**src/rtl/shift_seq_pkg.sv**
```systemverilog
// Shared constants and state encoding for the sequential left shifter.
package shift_seq_pkg;

  localparam int DEF_WIDTH       = 8;
  localparam int DEF_SHIFT_WIDTH = 3;

  typedef enum logic [1:0] {
    ST_IDLE  = 2'd0,
    ST_SHIFT = 2'd1,
    ST_DONE  = 2'd2
  } state_e;

  // Width of the stage counter, which must be able to hold 0..SHIFT_WIDTH.
  function automatic int stage_w(input int shift_width);
    return $clog2(shift_width + 1);
  endfunction

endpackage

```
**src/rtl/shift_l_stage.sv**
```systemverilog
// One power-of-two barrel stage: shifts left by 2**stage when enabled.
module shift_l_stage #(
  parameter int WIDTH = 8,
  parameter int STW   = 2
) (
  input  logic [WIDTH-1:0] data,
  input  logic             en,
  input  logic [STW-1:0]   stage,
  output logic [WIDTH-1:0] result
);

  logic [WIDTH-1:0] shifted;

  always_comb begin
    shifted = data << (32'd1 << stage);
    result  = en ? shifted : data;
  end

endmodule

```
**src/rtl/shift_l_seq_int8.sv**
```systemverilog
// Handshaked left shifter resolving one power-of-two stage of the shift amount per clock.
module shift_l_seq_int8
  import shift_seq_pkg::*;
#(
  parameter int WIDTH       = DEF_WIDTH,
  parameter int SHIFT_WIDTH = DEF_SHIFT_WIDTH
) (
  input  logic             clk,
  input  logic             rst_n,
  input  logic             in_valid,
  output logic             in_ready,
  input  logic [WIDTH-1:0] A,
  input  logic [WIDTH-1:0] B,
  output logic             out_valid,
  input  logic             out_ready,
  output logic [WIDTH-1:0] Y,
  output logic [1:0]       dbg_state
);

  localparam int STW = stage_w(SHIFT_WIDTH);

  state_e                 state_q, state_d;
  logic [WIDTH-1:0]       acc_q, acc_d;
  logic [SHIFT_WIDTH-1:0] amt_q, amt_d;
  logic [STW-1:0]         stage_q, stage_d;
  logic [WIDTH-1:0]       stage_out;

  shift_l_stage #(
    .WIDTH (WIDTH),
    .STW   (STW)
  ) u_stage (
    .data   (acc_q),
    .en     (amt_q[stage_q]),
    .stage  (stage_q),
    .result (stage_out)
  );

  always_ff @(posedge clk or negedge rst_n) begin
    if (!rst_n) begin
      state_q <= ST_IDLE;
      acc_q   <= '0;
      amt_q   <= '0;
      stage_q <= '0;
    end else begin
      state_q <= state_d;
      acc_q   <= acc_d;
      amt_q   <= amt_d;
      stage_q <= stage_d;
    end
  end

  // Both ports use valid/ready: a transfer happens on a rising clk edge where
  // valid and ready are both high; a producer holds valid and data until then.
  always_comb begin
    state_d = state_q;
    acc_d   = acc_q;
    amt_d   = amt_q;
    stage_d = stage_q;
    case (state_q)
      ST_IDLE: begin
        if (in_valid) begin
          acc_d   = A;
          amt_d   = B[SHIFT_WIDTH-1:0];
          stage_d = '0;
          state_d = ST_SHIFT;
        end
      end
      ST_SHIFT: begin
        // No early exit: every stage is walked even when amt is zero.
        acc_d   = stage_out;
        stage_d = stage_q + STW'(1);
        if (stage_q == STW'(SHIFT_WIDTH - 1)) begin
          state_d = ST_DONE;
        end
      end
      ST_DONE: begin
        if (out_ready) begin
          state_d = ST_IDLE;
        end
      end
      default: state_d = ST_IDLE;
    endcase
  end

  assign in_ready  = (state_q == ST_IDLE);
  assign out_valid = (state_q == ST_DONE);
  assign Y         = (state_q == ST_DONE) ? acc_q : '0;
  assign dbg_state = state_q;

endmodule

```
**config.mk**
```make
export PLATFORM = sky130hd
export DESIGN_NAME = shift_l_seq_int8
export DESIGN_NICKNAME = d
export VERILOG_FILES = /design/src/rtl/shift_seq_pkg.sv /design/src/rtl/shift_l_stage.sv /design/src/rtl/shift_l_seq_int8.sv
export SDC_FILE = /design/constraint.sdc
export NUM_CORES = 1
export LEC_CHECK = 0
export BUFFER_PORTS_ARGS = -buffer_cell sky130_fd_sc_hd__buf_4
export CORE_ASPECT_RATIO = 1.5
export CORE_MARGIN = 1.5
export CORE_UTILIZATION = 54
export CTS_CLUSTER_SIZE = 8
export DETAILED_ROUTE_END_ITERATION = 10
export GPL_TIMING_DRIVEN = 0
export PLACE_DENSITY = 0.83
export SYNTH_ARGS = -nofsm -noshare
export SYNTH_HDL_FRONTEND = slang
export SYNTH_SLANG_ARGS = --single-unit
```
**constraint.sdc**
```tcl
create_clock -name clk -period 5.9 [get_ports clk]
set_clock_uncertainty 0.2 [all_clocks]
set_input_delay 1.18 -clock clk [delete_from_list [all_inputs] [get_ports clk]]
set_output_delay 1.18 -clock clk [all_outputs]
set_load 0.02 [all_outputs]
```
-- Word level (Yosys, flattened, before mapping)
Cells that the tools add are included.
- output and inout port bits: 12
- bits in registers: 15
- word-level logic and storage cells: 33
- shifts and indexed selects: 2
- add/subtract/negate cells: 1
- multiplexer cells: 12
- reduce and logical (&&, ||, !) cells: 6
- order comparisons: 1
- eq/ne operators: 7
- operator list (cell ; count):
    $shl 1x2->32 const A ; 1
    $shl 8x32->8 ; 1
    $mux 8 ; 3
    $pmux 8 s2 ; 1
    $mux 2 ; 4
    $pmux 2 s3 ; 1
    $reduce_and 3->1 ; 2
    $eq 2x2->1 const B ; 2
    $ne 2x1->1 const B ; 2
    $ne 2x2->1 const B ; 2
    $pmux 2 s2 ; 1
    $reduce_and 2->1 ; 2
    $lt 2x3->1 const B ; 1
    $add 2x1->2 const B ; 1
    $bmux 1 s2 ; 1
    $eq 2x1->1 const B ; 1
    $logic_not 2->1 ; 1
    $reduce_bool 2->1 ; 1
    $mux 1 ; 1

-- Logic depth before layout (Yosys ltp)
- word-level depth: 4
- depth in mapped cells: 7
- depth with buffers taken out: 6

-- Cells and area by module
Synthesis repeated with hierarchy kept, for this count alone.
- cells, all modules: 96
- area, all modules: 1013.5 µm²
- modules (own cells, without submodules) (module ; cells each ; instances ; area each (µm²)):
    shift_l_seq_int8 ; 67 ; 1 ; 800.8
    shift_l_stage ; 29 ; 1 ; 212.7

-- Worst setup path before layout
No wires, ideal clock.
- path kind: register -> output
- from: register state_q[0] (netlist: dbg_state[0])
- to: output port Y[0]
- data required time: 4.520 ns
- stages on the path, launching flop included: 4
- arrival: 1.268 ns
- path buffers: 1
- slack: 3.252 ns
- cell sequence: dfrtp_1 -> nor2b_1 -> clkbuf_1 -> and2_1
- word-level cells in the longest chain between the ends: 2
- RTL lines (what ; line ; RTL):
    start, declared ; shift_l_seq_int8.sv:22 ; state_e state_q, state_d;
    start signal, assigned ; shift_l_seq_int8.sv:45 ; state_q <= state_d;
    $eq 2x2->1 ; - ;
    named net out_valid ; shift_l_seq_int8.sv:14 ; output logic out_valid,
    $mux 8 ; shift_l_seq_int8.sv:87 ; assign Y = (state_q == ST_DONE) ? acc_q : '0;
    end, declared ; shift_l_seq_int8.sv:16 ; output logic [WIDTH-1:0] Y,
The timed path passes the listed nets, and every way through them passes these cells.

-- Worst setup path in the final report
- from: register state_q[0] (netlist: dbg_state[0])
- to: output port Y[4]
- word-level cells in the longest chain between the ends: 2
- RTL lines (what ; line):
    $eq 2x2->1 ; shift_l_seq_int8.sv:87
    $mux 8 ; shift_l_seq_int8.sv:87
No other way between the ends.

==> impl_metrics.json <==
{
  "drv_slew": 0,
  "drtIter0Drc": 26,
  "syn2layout_area_growth_pct": 23.4,
  "drt-total-wl_um": 2470,
  "layout-drive-gt1-share_pct": 27.5,
  "postPlaceCellArea_mm2": 0.00128,
  "rr_worst_depth": 7,
  "pwr-share-seq_pct": 26.9,
  "switchingPower_mw": 0.388,
  "setup_tns_ns": 0,
  "dieArea_mm2": 0.00224,
  "switching_share_pct": 47.5,
  "n_antenna_cell": 0,
  "syn_nets": 138,
  "status": "complete, no violations",
  "crit_buf_inv": 2,
  "layout_min_cycle_time_ns": 2.93,
  "port_buffers": 26,
  "cts.path.max_buffers": 2,
  "grt_pass1_vias": 951,
  "cp.depth": 4,
  "worst-slew-pin-transition_ns": 0.508,
  "nFillCells": 150,
  "hpwl_um": 1980,
  "timing.final.ws_setup_ns": 2.97,
  "cts_resized": 0,
  "dr_total_vias": 951,
  "gr-usage-all-layers_pct": 25.4,
  "synthDistinctLibCells": 31,
  "fmax_mhz": 341,
  "hold_buffers": 0,
  "core_area_mm2": 0.00183,
  "die_y_um": 57.2,
  "max_stage_delay_ns": 0.48,
  "postCtsSetupRepairBufs": 0,
  "wl_per_cell_um": 15.2,
  "ir_drop_uv": 460,
  "dp.cells": 159,
  "fin_area_mm2": 0.00131,
  "path_clk_slew_ns": 0.09,
  "gp_congestion": 0.867,
  "period_share_pct": 49.7,
  "viasPerCell": 5.83,
  "cp_top_family": "flip-flops",
  "cts_buffers": 3,
  "ys_ff_latch": 15,
  "cts.sinks": 15,
  "htreeDepth": 1,
  "arrival_ns": 1.55,
  "ant_nets": 0,
  "finalNetCount": 169,
  "hold_depth": 1,
  "fin_cells": 163,
  "fp.dieW_um": 39.1,
  "antenna_found_initial": 0,
  "dp_slack_ns": 3.27,
  "drt-pass1-iter-count": 4,
  "rows": 19,
  "pwr-share-comb_pct": 65.6,
  "hold_viol_final": 0,
  "start_util_pct": 57.8,
  "critPathLaunchType": "flop",
  "crit_chain": "nor2b_1 > clkbuf_1 > and2_1 > buf_4",
  "critPathMaxFanout": 10,
  "worst_path_max_delay_cell": "dfrtp_1",
  "startpoint": "dbg_state[0]",
  "yosysWarnings": 0,
  "crit_required_ns": 4.52,
  "cts_tree": "done",
  "overflow": 0,
  "route.detailed.drc": 0,
  "syn_inst": 112,
  "cap_violations": 0,
  "min_from": "amt_q[0]",
  "power.share.clock_pct": 7.5,
  "hold_path_class": "flop to flop",
  "clk_latency_ns": 0.30,
  "pin_count": 32,
  "grt_pass1_wl_um": 3930,
  "r2r-start": "stage_q[0]",
  "ys_seq_area_share_pct": 35.5,
  "syn_area_mm2": 0.00106,
  "max-slew-margin-rel_pct": 65.9,
  "critPathKind": "flop to primary output",
  "syn_area_per_cell_um2": 9.44,
  "powerDensity_mw_per_mm2": 626,
  "p_leak_nw": 0.599,
  "grt_max_degree": 16,
  "setup_viol": 0,
  "clock-root-buffer": "clkbuf_4",
  "cp-end-kind": "primary output",
  "internal_power_mw": 0.429,
  "rsz0062_at_grt": "false"
}
Yosys cell counts:
cell type  count  area share, %
mux4_2         2            4.3
o21bai_1       1           0.71
nand2_1        6            2.1
mux2i_1        7            6.6
clkbuf_1       3            1.1
o211ai_1       4            2.8
dfrtp_1       15             36
nor2b_1        2            1.2
nand3_1        1           0.47
mux2_2         3            3.2
a221oi_4       1            2.5
o21ai_0        4            1.9
a31oi_1        3            1.8
nor2_1         8            2.8
ha_1           6            7.1
a21oi_1       11            5.2
and2_0         1           0.59
nand2b_2       1           0.83
a32o_1         1           0.95
a22oi_1        3            2.1
buf_2          2           0.95
and3_1         1           0.59
buf_4          1           0.71
inv_1          5            1.8
or4_1          1           0.71
nand3b_1       1           0.71
o22ai_1        1           0.59
and2_1        11            6.5
nor3_1         2           0.95
a21bo_1        1           0.95
nand2b_1       3            1.8
cell type report:
class	count	area (um2)	share of cell area [%]
multi-input combinational	86	634	48.6
sequential	15	375	28.8
timing repair buffer	26	195	15.0
buffer	6	28.8	2.21
clock buffer	4	26.3	2.01
tap	21	26.3	2.01
inverter	5	18.8	1.44
cells by family after synthesis:
kind of cell / share of synthesized area, %
and+or+nand+nor: 19.3
AOI/OAI and AO/OA: 19.5
DFF: 35.5
buffers and inverters: 4.50
muxes: 14.1
adders and majority gates: 7.10
cell usage in the layout (no fill, tap or decap), types with 3 or more instances in the layout:
cell and n:
nand2_1 6, a22oi_1 3, o21ai_0 4, and2_1 11
a31oi_1 3, nand2b_1 3, dfrtp_1 15, clkbuf_1 4
o211ai_1 4, buf_4 27, nor2_1 8, ha_1 6
mux2_2 3, a21oi_1 11, mux2i_1 7, inv_1 5
clkbuf_4 3
final timing paths:
check	endpoint	slack, ns
setup / recovery	Y[4]	2.97
hold / removal	amt_q[0]	0.32
setup reg to reg	acc_q[4]	3.64
hold reg to reg	amt_q[0]	0.32
max in group asynchronous	amt_q[1]	4.80
min in group asynchronous	stage_q[1]	0.52
power groups by stage:
| stage | registers [mW] | logic (mW) | clock network [mW] |
|---|---|---|---|
| after floorplan | 0.211 | 0.404 | 0 |
| after global placement | 0.218 | 0.514 | 0 |
| after detailed placement | 0.221 | 0.534 | 0 |
| after CTS | 0.218 | 0.539 | 0.0607 |
| after global routing | 0.228 | 0.589 | 0.0646 |
| final | 0.219 | 0.536 | 0.0614 |
through the flow:
stage | utilization (%) | power [mW] | hold slack [ns]
floorplan | - | 0.615 | 0.280
global placement | 69.9 | 0.732 | 0.290
detailed placement | 69.9 | 0.755 | 0.295
CTS | 71.3 | 0.818 | 0.315
global route | 71.3 | 0.882 | 0.331
finish | 71.3 | 0.817 | 0.315
per-layer routing:
metal / wire [um] / vias up / track usage [%]
met1: 874 / 456 / 24.3
met3: 108 / 5 / 3.50
met4: 41 / 0 / 13.3
met2: 1450 / 32 / 47.9
li1: - / 458 / -
met5: 0 / - / 0
registers in the layout (all words and copies together), names as in the netlist:
name,flops
stage_q,2
acc_q,8
dbg_state,2
amt_q,3
Note: power is estimated with default switching activity, not from simulation.
